[src/rtl/fetch_decode_ctrl.sv]
// fetch_decode_ctrl: instruction-fetch / decode front-end sequencer for the RV32 core.
// Owns the PC, issues instruction-memory requests, holds the fetched word in the
// instruction register feeding the decoder, and presents it to execute with a
// valid/ready handshake. Handles redirects, illegal-instruction traps and fetch timeouts.
// Optional build macro: FETCH_PERF_CNT_EN adds perf_fetch_cnt / perf_stall_cnt outputs.
module fetch_decode_ctrl #(
    parameter logic [31:0] RESET_PC     = 32'h0200_0000,
    parameter int unsigned WAIT_TIMEOUT = 16
) (
    input  logic        clk,
    input  logic        rst_n,
    input  logic        boot_en,
    output logic        imem_req,
    output logic [31:0] imem_addr,
    input  logic        imem_gnt,
    input  logic        imem_rvalid,
    input  logic [31:0] imem_rdata,
    output logic [31:0] dec_inst,
    output logic        dec_en,
    input  logic        dec_illegal,
    output logic        id_valid,
    output logic [31:0] id_pc,
    input  logic        ex_ready,
    input  logic        redirect_valid,
    input  logic [31:0] redirect_pc,
    output logic        illegal_trap,
    output logic        bus_err,
    output logic [31:0] trap_pc
`ifdef FETCH_PERF_CNT_EN
    ,
    output logic [31:0] perf_fetch_cnt,
    output logic [31:0] perf_stall_cnt
`endif
);

    // Last counter value before a WAIT/DRAIN timeout fires (counter starts at 0 on grant).
    localparam logic [7:0] TMO_LAST = 8'(WAIT_TIMEOUT - 1);

    typedef enum logic [2:0] {
        ST_IDLE,
        ST_REQ,
        ST_WAIT,
        ST_HOLD,
        ST_TRAP,
        ST_DRAIN
    } state_t;

    state_t      r_state;
    state_t      w_state_nxt;

    logic [31:0] r_pc;
    logic [7:0]  r_cnt;
    logic [31:0] r_dec_inst;
    logic        r_dec_en;
    logic        r_id_valid;
    logic [31:0] r_id_pc;
    logic        r_illegal_trap;
    logic        r_bus_err;
    logic [31:0] r_trap_pc;

    // Control strobes produced by the FSM and consumed by the datapath registers.
    logic        w_take_redirect;
    logic        w_capture;
    logic        w_hs_ok;
    logic        w_hs_ill;
    logic        w_timeout;
    logic        w_cnt_clr;
    logic        w_cnt_inc;
    logic        w_cnt_last;
    logic        w_handshake;
    logic [31:0] w_redirect_aligned;

    assign w_cnt_last         = (r_cnt == TMO_LAST);
    assign w_handshake        = r_id_valid & ex_ready;
    assign w_redirect_aligned = redirect_pc & ~32'd3;

    // State register.
    always_ff @(posedge clk or negedge rst_n) begin
        if (!rst_n) begin
            r_state <= ST_IDLE;
        end else begin
            r_state <= w_state_nxt;
        end
    end

    // Next-state decode; a redirect outranks every other event except in IDLE.
    always_comb begin
        w_state_nxt     = r_state;
        w_take_redirect = 1'b0;
        w_capture       = 1'b0;
        w_hs_ok         = 1'b0;
        w_hs_ill        = 1'b0;
        w_timeout       = 1'b0;
        w_cnt_clr       = 1'b0;
        w_cnt_inc       = 1'b0;
        case (r_state)
            ST_IDLE: begin
                if (boot_en) begin
                    w_state_nxt = ST_REQ;
                end
            end
            ST_REQ: begin
                if (redirect_valid) begin
                    w_take_redirect = 1'b1;
                    // A grant in the same cycle leaves a response in flight to discard.
                    if (imem_gnt) begin
                        w_state_nxt = ST_DRAIN;
                        w_cnt_clr   = 1'b1;
                    end else begin
                        w_state_nxt = ST_REQ;
                    end
                end else if (imem_gnt) begin
                    w_state_nxt = ST_WAIT;
                    w_cnt_clr   = 1'b1;
                end
            end
            ST_WAIT: begin
                if (redirect_valid) begin
                    w_take_redirect = 1'b1;
                    w_state_nxt     = ST_DRAIN;
                    w_cnt_clr       = 1'b1;
                end else if (imem_rvalid) begin
                    w_capture   = 1'b1;
                    w_state_nxt = ST_HOLD;
                end else if (w_cnt_last) begin
                    w_timeout   = 1'b1;
                    w_state_nxt = ST_TRAP;
                end else begin
                    w_cnt_inc = 1'b1;
                end
            end
            ST_HOLD: begin
                if (redirect_valid) begin
                    w_take_redirect = 1'b1;
                    w_state_nxt     = ST_REQ;
                end else if (w_handshake) begin
                    if (dec_illegal) begin
                        w_hs_ill    = 1'b1;
                        w_state_nxt = ST_TRAP;
                    end else begin
                        w_hs_ok     = 1'b1;
                        w_state_nxt = ST_REQ;
                    end
                end
            end
            ST_TRAP: begin
                if (redirect_valid) begin
                    w_take_redirect = 1'b1;
                    w_state_nxt     = ST_REQ;
                end
            end
            ST_DRAIN: begin
                if (redirect_valid) begin
                    w_take_redirect = 1'b1;
                    w_state_nxt     = ST_REQ;
                end else if (imem_rvalid || w_cnt_last) begin
                    // Stale word dropped, or it never came; either way refetch silently.
                    w_state_nxt = ST_REQ;
                end else begin
                    w_cnt_inc = 1'b1;
                end
            end
            default: begin
                w_state_nxt = ST_IDLE;
            end
        endcase
    end

    // PC, instruction register, timeout counter and trap reporting.
    always_ff @(posedge clk or negedge rst_n) begin
        if (!rst_n) begin
            r_pc           <= RESET_PC;
            r_cnt          <= 8'd0;
            r_dec_inst     <= 32'd0;
            r_dec_en       <= 1'b0;
            r_id_valid     <= 1'b0;
            r_id_pc        <= RESET_PC;
            r_illegal_trap <= 1'b0;
            r_bus_err      <= 1'b0;
            r_trap_pc      <= 32'd0;
        end else begin
            r_illegal_trap <= w_hs_ill;
            r_bus_err      <= w_timeout;

            if (w_cnt_clr) begin
                r_cnt <= 8'd0;
            end else if (w_cnt_inc) begin
                r_cnt <= r_cnt + 8'd1;
            end

            if (w_take_redirect) begin
                r_pc       <= w_redirect_aligned;
                r_dec_inst <= 32'd0;
                r_dec_en   <= 1'b0;
                r_id_valid <= 1'b0;
            end else if (w_capture) begin
                r_dec_inst <= imem_rdata;
                r_dec_en   <= 1'b1;
                r_id_valid <= 1'b1;
                r_id_pc    <= r_pc;
                r_pc       <= r_pc + 32'd4;
            end else if (w_hs_ok || w_hs_ill) begin
                r_dec_inst <= 32'd0;
                r_dec_en   <= 1'b0;
                r_id_valid <= 1'b0;
            end

            if (w_timeout) begin
                r_trap_pc <= r_pc;
            end else if (w_hs_ill) begin
                r_trap_pc <= r_id_pc;
            end
        end
    end

    assign imem_req     = (r_state == ST_REQ);
    assign imem_addr    = r_pc;
    assign dec_inst     = r_dec_inst;
    assign dec_en       = r_dec_en;
    assign id_valid     = r_id_valid;
    assign id_pc        = r_id_pc;
    assign illegal_trap = r_illegal_trap;
    assign bus_err      = r_bus_err;
    assign trap_pc      = r_trap_pc;

`ifdef FETCH_PERF_CNT_EN
    logic [31:0] r_perf_fetch;
    logic [31:0] r_perf_stall;
    logic        w_stall;

    assign w_stall = ((r_state == ST_REQ) && !imem_gnt) ||
                     (r_state == ST_WAIT) ||
                     ((r_state == ST_HOLD) && !ex_ready);

    // Free-running event counters; both wrap at 2^32.
    always_ff @(posedge clk or negedge rst_n) begin
        if (!rst_n) begin
            r_perf_fetch <= 32'd0;
            r_perf_stall <= 32'd0;
        end else begin
            if ((r_state == ST_HOLD) && w_handshake) begin
                r_perf_fetch <= r_perf_fetch + 32'd1;
            end
            if (w_stall) begin
                r_perf_stall <= r_perf_stall + 32'd1;
            end
        end
    end

    assign perf_fetch_cnt = r_perf_fetch;
    assign perf_stall_cnt = r_perf_stall;
`else
    // Performance counters are not built in this configuration.
`endif

endmodule

[config.mk]
export PLATFORM = sky130hd
export DESIGN_NAME = fetch_decode_ctrl
export DESIGN_NICKNAME = d
export VERILOG_FILES = /design/src/rtl/fetch_decode_ctrl.sv
export SDC_FILE = /design/constraint.sdc
export NUM_CORES = 1
export LEC_CHECK = 0
export ABC_AREA = 0
export BUFFER_PORTS_ARGS = -buffer_cell sky130_fd_sc_hd__buf_4
export CAP_MARGIN = 10
export CORE_UTILIZATION = 44
export DETAILED_ROUTE_END_ITERATION = 8
export PLACE_DENSITY = 0.71
export SYNTH_ARGS = -nofsm -noshare
export SYNTH_HDL_FRONTEND = slang
export SYNTH_SLANG_ARGS = --single-unit
[constraint.sdc]
create_clock -name clk -period 2.6 [get_ports clk]
set_input_delay 0.52 -clock clk [delete_from_list [all_inputs] [get_ports clk]]
set_output_delay 0.52 -clock clk [all_outputs]
set_load 0.01 [all_outputs]
# --- Yosys cells after proc, flatten, opt, wreduce, memory -nomap -nowiden ---
# Cells that the tools add are included.
word_totals:
  in_bits: 72
  output_inout_bits: 133
  word_cells: 86
  reg_bits: 142
op_classes:
  addsub: 2
  n_mux: 51
  reduce_logical: 10
  eq_ne: 12
  bitwise: 2
op_table:
  columns: ["op", "n"]
  rows:
  - ["32-bit two-way mux", 7]
  - ["3-bit two-way mux", 13]
  - ["32-bit by 3-bit adder with 32-bit output (second input constant)", 1]
  - ["1-bit two-way mux", 26]
  - ["3-bit case mux with 6 select lines", 1]
  - ["8-bit two-way mux", 2]
  - ["8-bit by 1-bit adder with 8-bit output (second input constant)", 1]
  - ["8-bit by 4-bit == test with 1-bit output (second input constant)", 1]
  - ["3-bit by 2-bit == test with 1-bit output (second input constant)", 2]
  - ["3-bit == test (second input constant)", 2]
  - ["3-bit inequality test (second input constant)", 2]
  - ["6-bit AND reduction", 1]
  - ["2-bit nonzero test", 3]
  - ["5-bit OR reduction", 1]
  - ["2-bit inequality test (second input constant)", 2]
  - ["4-bit inequality test (second input constant)", 1]
  - ["1-bit case mux with 2 select lines", 2]
  - ["3-bit by 1-bit == test with 1-bit output (second input constant)", 1]
  - ["3-bit logical NOT", 1]
  - ["3-bit by 1-bit inequality test with 1-bit output (second input constant)", 1]
  - ["3-bit nonzero test", 1]
  - ["1-bit logical OR", 2]
  - ["2-bit AND reduction", 1]
  - ["1-bit bitwise AND", 1]
  - ["1-bit NOT", 1]

# --- Longest topological paths before layout ---
depth:
  ltp_word: 8
  ltp_mapped: 7
  mapped_depth_nobuf: 6

# --- Least setup slack after synthesis ---
# No wires, ideal clock.
synth_path:
  path_type: "reg-to-reg"
  from: "reg r_pc[8] (netlist: imem_addr[8])"
  to: "reg r_pc[31] (netlist: imem_addr[31])"
  required_time_ps: 2531
  period_less_slack_ps: 2012
  arrival_ps: 1944
  setup_time_ps: 69
  slack_ps: 588
  path_stages_with_launch: 7
  n_path_buf: 1
  path_cell_list: "dfrtp_1 > buf_2 > nand4_4 > or4_4 > nor4_4 > mux2_2 > nand3_1"
synth_between:
  elab_chain_cells: 3
synth_rtl:
  columns: ["item", "line_no", "rtl"]
  rows:
  - ["start, declared", "51", "logic [31:0] r_pc;"]
  - ["start signal, assigned", "192", "r_pc <= w_redirect_aligned;"]
  - ["start signal, assigned", "201", "r_pc <= r_pc + 32'd4;"]
  - ["32-bit by 3-bit adder with 32-bit output", "201", null]
  - ["32-bit two-way mux", "196", "end else if (w_capture) begin"]
  - ["32-bit two-way mux", "191", "if (w_take_redirect) begin"]
# No other way between the ends. The select of a mux whose other input is x is not followed.
# A chain may end at the register's enable or synchronous reset.

# --- Worst setup path in the final report ---
layout_path:
  from: "reg r_pc[9] (netlist: imem_addr[9])"
  to: "reg r_pc[21] (netlist: imem_addr[21])"
# Same word-level chain as after synthesis.

==> flow_summary.json <==
{
  "status": "finished, final reports clean",
  "finalWorstPathRequiredPeriod_ns": 2.28,
  "cell_internal_pwr_w": 0.00537,
  "cts_post_setup_buffers_inserted": 0,
  "power.density_nw_per_um2": 963,
  "slew-limit-headroom": 0.568,
  "crit_slowest_cell": "sky130_fd_sc_hd__nor4_2",
  "clock_power_share": 0.285,
  "met3_wirelength_um": 1340,
  "timing.critical_path.fanout_max": 10,
  "layout-drive-gt1-share": 0.332,
  "groute.usage.overall": 0.245,
  "final.setup.tns_ns": 0,
  "slew_viol_final": 0,
  "synthesis.instances": 631,
  "insertedDiodeCount": 0,
  "ios": 205,
  "vias": 5594,
  "maximum_capacitance_violations": 0,
  "static-leakage-power_nw": 4.47,
  "vdd.ir_drop.worst_uv": 545,
  "postLayoutSetupSlackWorst_ns": 0.318,
  "total_setup_violations_reported_at_the_end_of_the_flow": 0,
  "clock_tree.root_cell": "sky130_fd_sc_hd__clkbuf_16",
  "dr.max_layer_used": "met4",
  "ys_seq_elements": 136,
  "place_hpwl_um": 12200,
  "detailedRoute.firstPassIterationCount": 4,
  "synth-edff-count": 0,
  "post_route_met1_wirelength_um": 7380,
  "preCtsSetupSlack_ns": 0.166,
  "worst-path-buf-inv": 0,
  "synth.avg_cell_area_um2": 10.0,
  "worst_pin_slew_ns": 0.643,
  "path_clk_slew_ns": 0.06,
  "detailed_place.area_um2": 8020,
  "clkLatencyLatePin_ns": 0.42,
  "die_w_um": 122,
  "clock-sinks": 136,
  "critical_setup_path_kind": "flop to flop",
  "share_of_synthesized_area_occupied_by_flip_flops_and_latches": 0.538,
  "placement.io_buffers": 196,
  "layout.nets": 902,
  "cts_htree_levels": 4,
  "synth_warnings": 0,
  "post-route-period-util": 0.878,
  "setup_repair_after_global_routing_missed_its_margin": "no",
  "swShare": 0.353,
  "finalHoldViolations": 0,
  "max-clock-path-buffers": 2,
  "maxClockFrequency_mhz": 438,
  "height_of_the_chip_um": 122,
  "routed_wirelength_um": 17500,
  "via_per_inst": 5.48,
  "drt_iter0_drc": 431,
  "drtAntennaViolNets": 0,
  "cts_hold_buf": 0,
  "post_synthesis_to_final_layout_area_growth_pct": 36.2,
  "tritoncts_clock_tree": "built",
  "pin_count_of_the_biggest_net_entering_global_routing": 56,
  "flip_flop_cell_with_the_highest_count_after_synthesis": "sky130_fd_sc_hd__dfrtp_1",
  "critical_path.cell_chain": "nand4_4 > nor4_2 > nand3_1 > o211a_1 > a211o_1",
  "r2r_setup_slack_ns": 0.32,
  "die-area_um2": 14900,
  "post_cts_resize_count": 0,
  "max_stage_delay_ns": 0.57,
  "core_um2": 13900,
  "power.combinational.fraction": 0.312,
  "initial_utilization": 0.454,
  "hold_path.class": "input port to asynchronous set/reset pin",
  "gp_routability_congestion": 0.882,
  "avgRoutedWirePerCell_um": 17.2,
  "finalClockSkew_ns": 0.00770,
  "share_of_async_settable_or_async_resettable_flops_after_synthesis": 1.00,
  "grt_pass1_vias": 5482,
  "power_switching_w": 0.00293,
  "layout.cell_area.non_filler_um2": 8620,
  "seq_power_share": 0.403,
  "cp_top_family": "simple AND/OR/NAND/NOR gates",
  "worst-endpoint-arrival_ns": 2.58,
  "drcViolationCount": 0,
  "cp_data_required_time_ns": 2.89,
  "setup.worst_path.end_class": "flop",
  "synth.distinct_cells": 62,
  "placement_rows": 43,
  "syn-cell-area_um2": 6330,
  "antenna_violations_before_repair": 0,
  "cts_made_buffers": 17,
  "grt_pass1_wl_um": 28000,
  "remaining_overflow_grt": 0,
  "met2_wirelength_from_detailed_routing_um": 8560,
  "critPathLaunchType": "flop"
}
## cells in the mapped netlist, types with 6 or more instances
cell type	count	area, µm²
sky130_fd_sc_hd__dfrtp_1	134	3350
sky130_fd_sc_hd__o311ai_1	9	78.8
sky130_fd_sc_hd__mux2i_1	36	360
sky130_fd_sc_hd__nand4_1	6	37.5
sky130_fd_sc_hd__nor2_1	24	90.1
sky130_fd_sc_hd__a21oi_1	12	60.1
sky130_fd_sc_hd__a221o_1	9	90.1
sky130_fd_sc_hd__o21ai_0	38	190
sky130_fd_sc_hd__buf_4	7	52.6
sky130_fd_sc_hd__a22o_1	33	289
sky130_fd_sc_hd__and3_1	6	37.5
sky130_fd_sc_hd__clkbuf_1	22	82.6
sky130_fd_sc_hd__nand3_1	15	75.1
sky130_fd_sc_hd__o21ai_1	14	70.1
sky130_fd_sc_hd__nand2_1	155	582
sky130_fd_sc_hd__o211ai_1	7	52.6
sky130_fd_sc_hd__xor2_1	6	52.6
sky130_fd_sc_hd__nor3_1	6	30.0
sky130_fd_sc_hd__buf_2	16	80.1
## routing by layer
metal / global-route usage / vias up
li1: - / 2629
met1: 0.312 / 2700
met2: 0.403 / 241
met3: 0.0604 / 24
met4: 0.0872 / 0
met5: 0 / -
## path summary, 6_finish.rpt
kind,startpoint,endpoint,cells after the start
worst max register to register,imem_addr[9],imem_addr[21],5
worst min-delay path,rst_n,trap_pc[15],1
worst max-delay path,imem_addr[9],imem_addr[21],5
min in group clk,redirect_pc[18],imem_addr[18],2
max in group asynchronous,rst_n,id_pc[25],2
worst min register to register,id_pc[7],id_pc[7],2
## worst register-to-register path, stage by stage, from the launching register on
cell and delay, ns:
sky130_fd_sc_hd__dfrtp_1 0.54, sky130_fd_sc_hd__nand4_4 0.18, sky130_fd_sc_hd__nor4_2 0.57, sky130_fd_sc_hd__nand3_1 0.30, sky130_fd_sc_hd__o211a_1 0.30, sky130_fd_sc_hd__a211o_1 0.27
## state kept, by name, indices dropped and copies added (netlist names)
name	count
r_state	3
trap_pc	30
bus_err	1
imem_addr	30
id_valid	1
dec_inst	32
illegal_trap	1
r_cnt	8
id_pc	30
## cell type report
cell class                      instances  area, µm²
Clock buffer                           20        457
Tap cell                              180        225
Clock inverter                         12        126
Timing Repair Buffer                  220       1680
Sequential cell                       136       3410
Inverter                                7       26.3
Fill cell                            1176       5320
Multi-Input combinational cell        446       2700
## cells in the final DEF (no fill, tap or decap), drive strengths merged, types with 9 or more instances in the layout
master and count:
nor2 25, nand2 155, a21oi 13, o311ai 10, clkbuf 20, a221o 9, dfrtp 134, a22o 33
buf 220, o21ai 52, nand3 17, mux2i 36
## per-stage QoR
step                      power, W  hold slack [ns]  utilization  cells
after floorplan            0.00453            0.224            -    636
after global placement     0.00584            0.439        0.575    988
after detailed placement   0.00593            0.441        0.575    988
after CTS                  0.00832          0.00157        0.617   1020
after global routing       0.00877           0.0139        0.618   1021
final                      0.00830          0.00305        0.618   1021
## power groups by stage
stage | combinational [W] | clock [W] | sequential [W]
after floorplan | 0.00114 | 0 | 0.00339
after global placement | 0.00250 | 0 | 0.00334
after detailed placement | 0.00256 | 0 | 0.00337
after CTS | 0.00258 | 0.00240 | 0.00334
after global routing | 0.00283 | 0.00250 | 0.00344
final | 0.00258 | 0.00236 | 0.00335
## cells by family (layout without fill, tap and decap cells)
group | Yosys count | after routing | synth area share
xor+xnor | 8 | 8 | 0.0111
fa+ha+maj | 2 | 2 | 0.00395
other cells | 1 | 6 | 0.000593
buf+inv | 54 | 259 | 0.0394
simple gates | 250 | 250 | 0.189
compound gates | 143 | 143 | 0.159
flops | 136 | 136 | 0.538
mux | 37 | 37 | 0.0587
(Power assumes the default switching activity.)
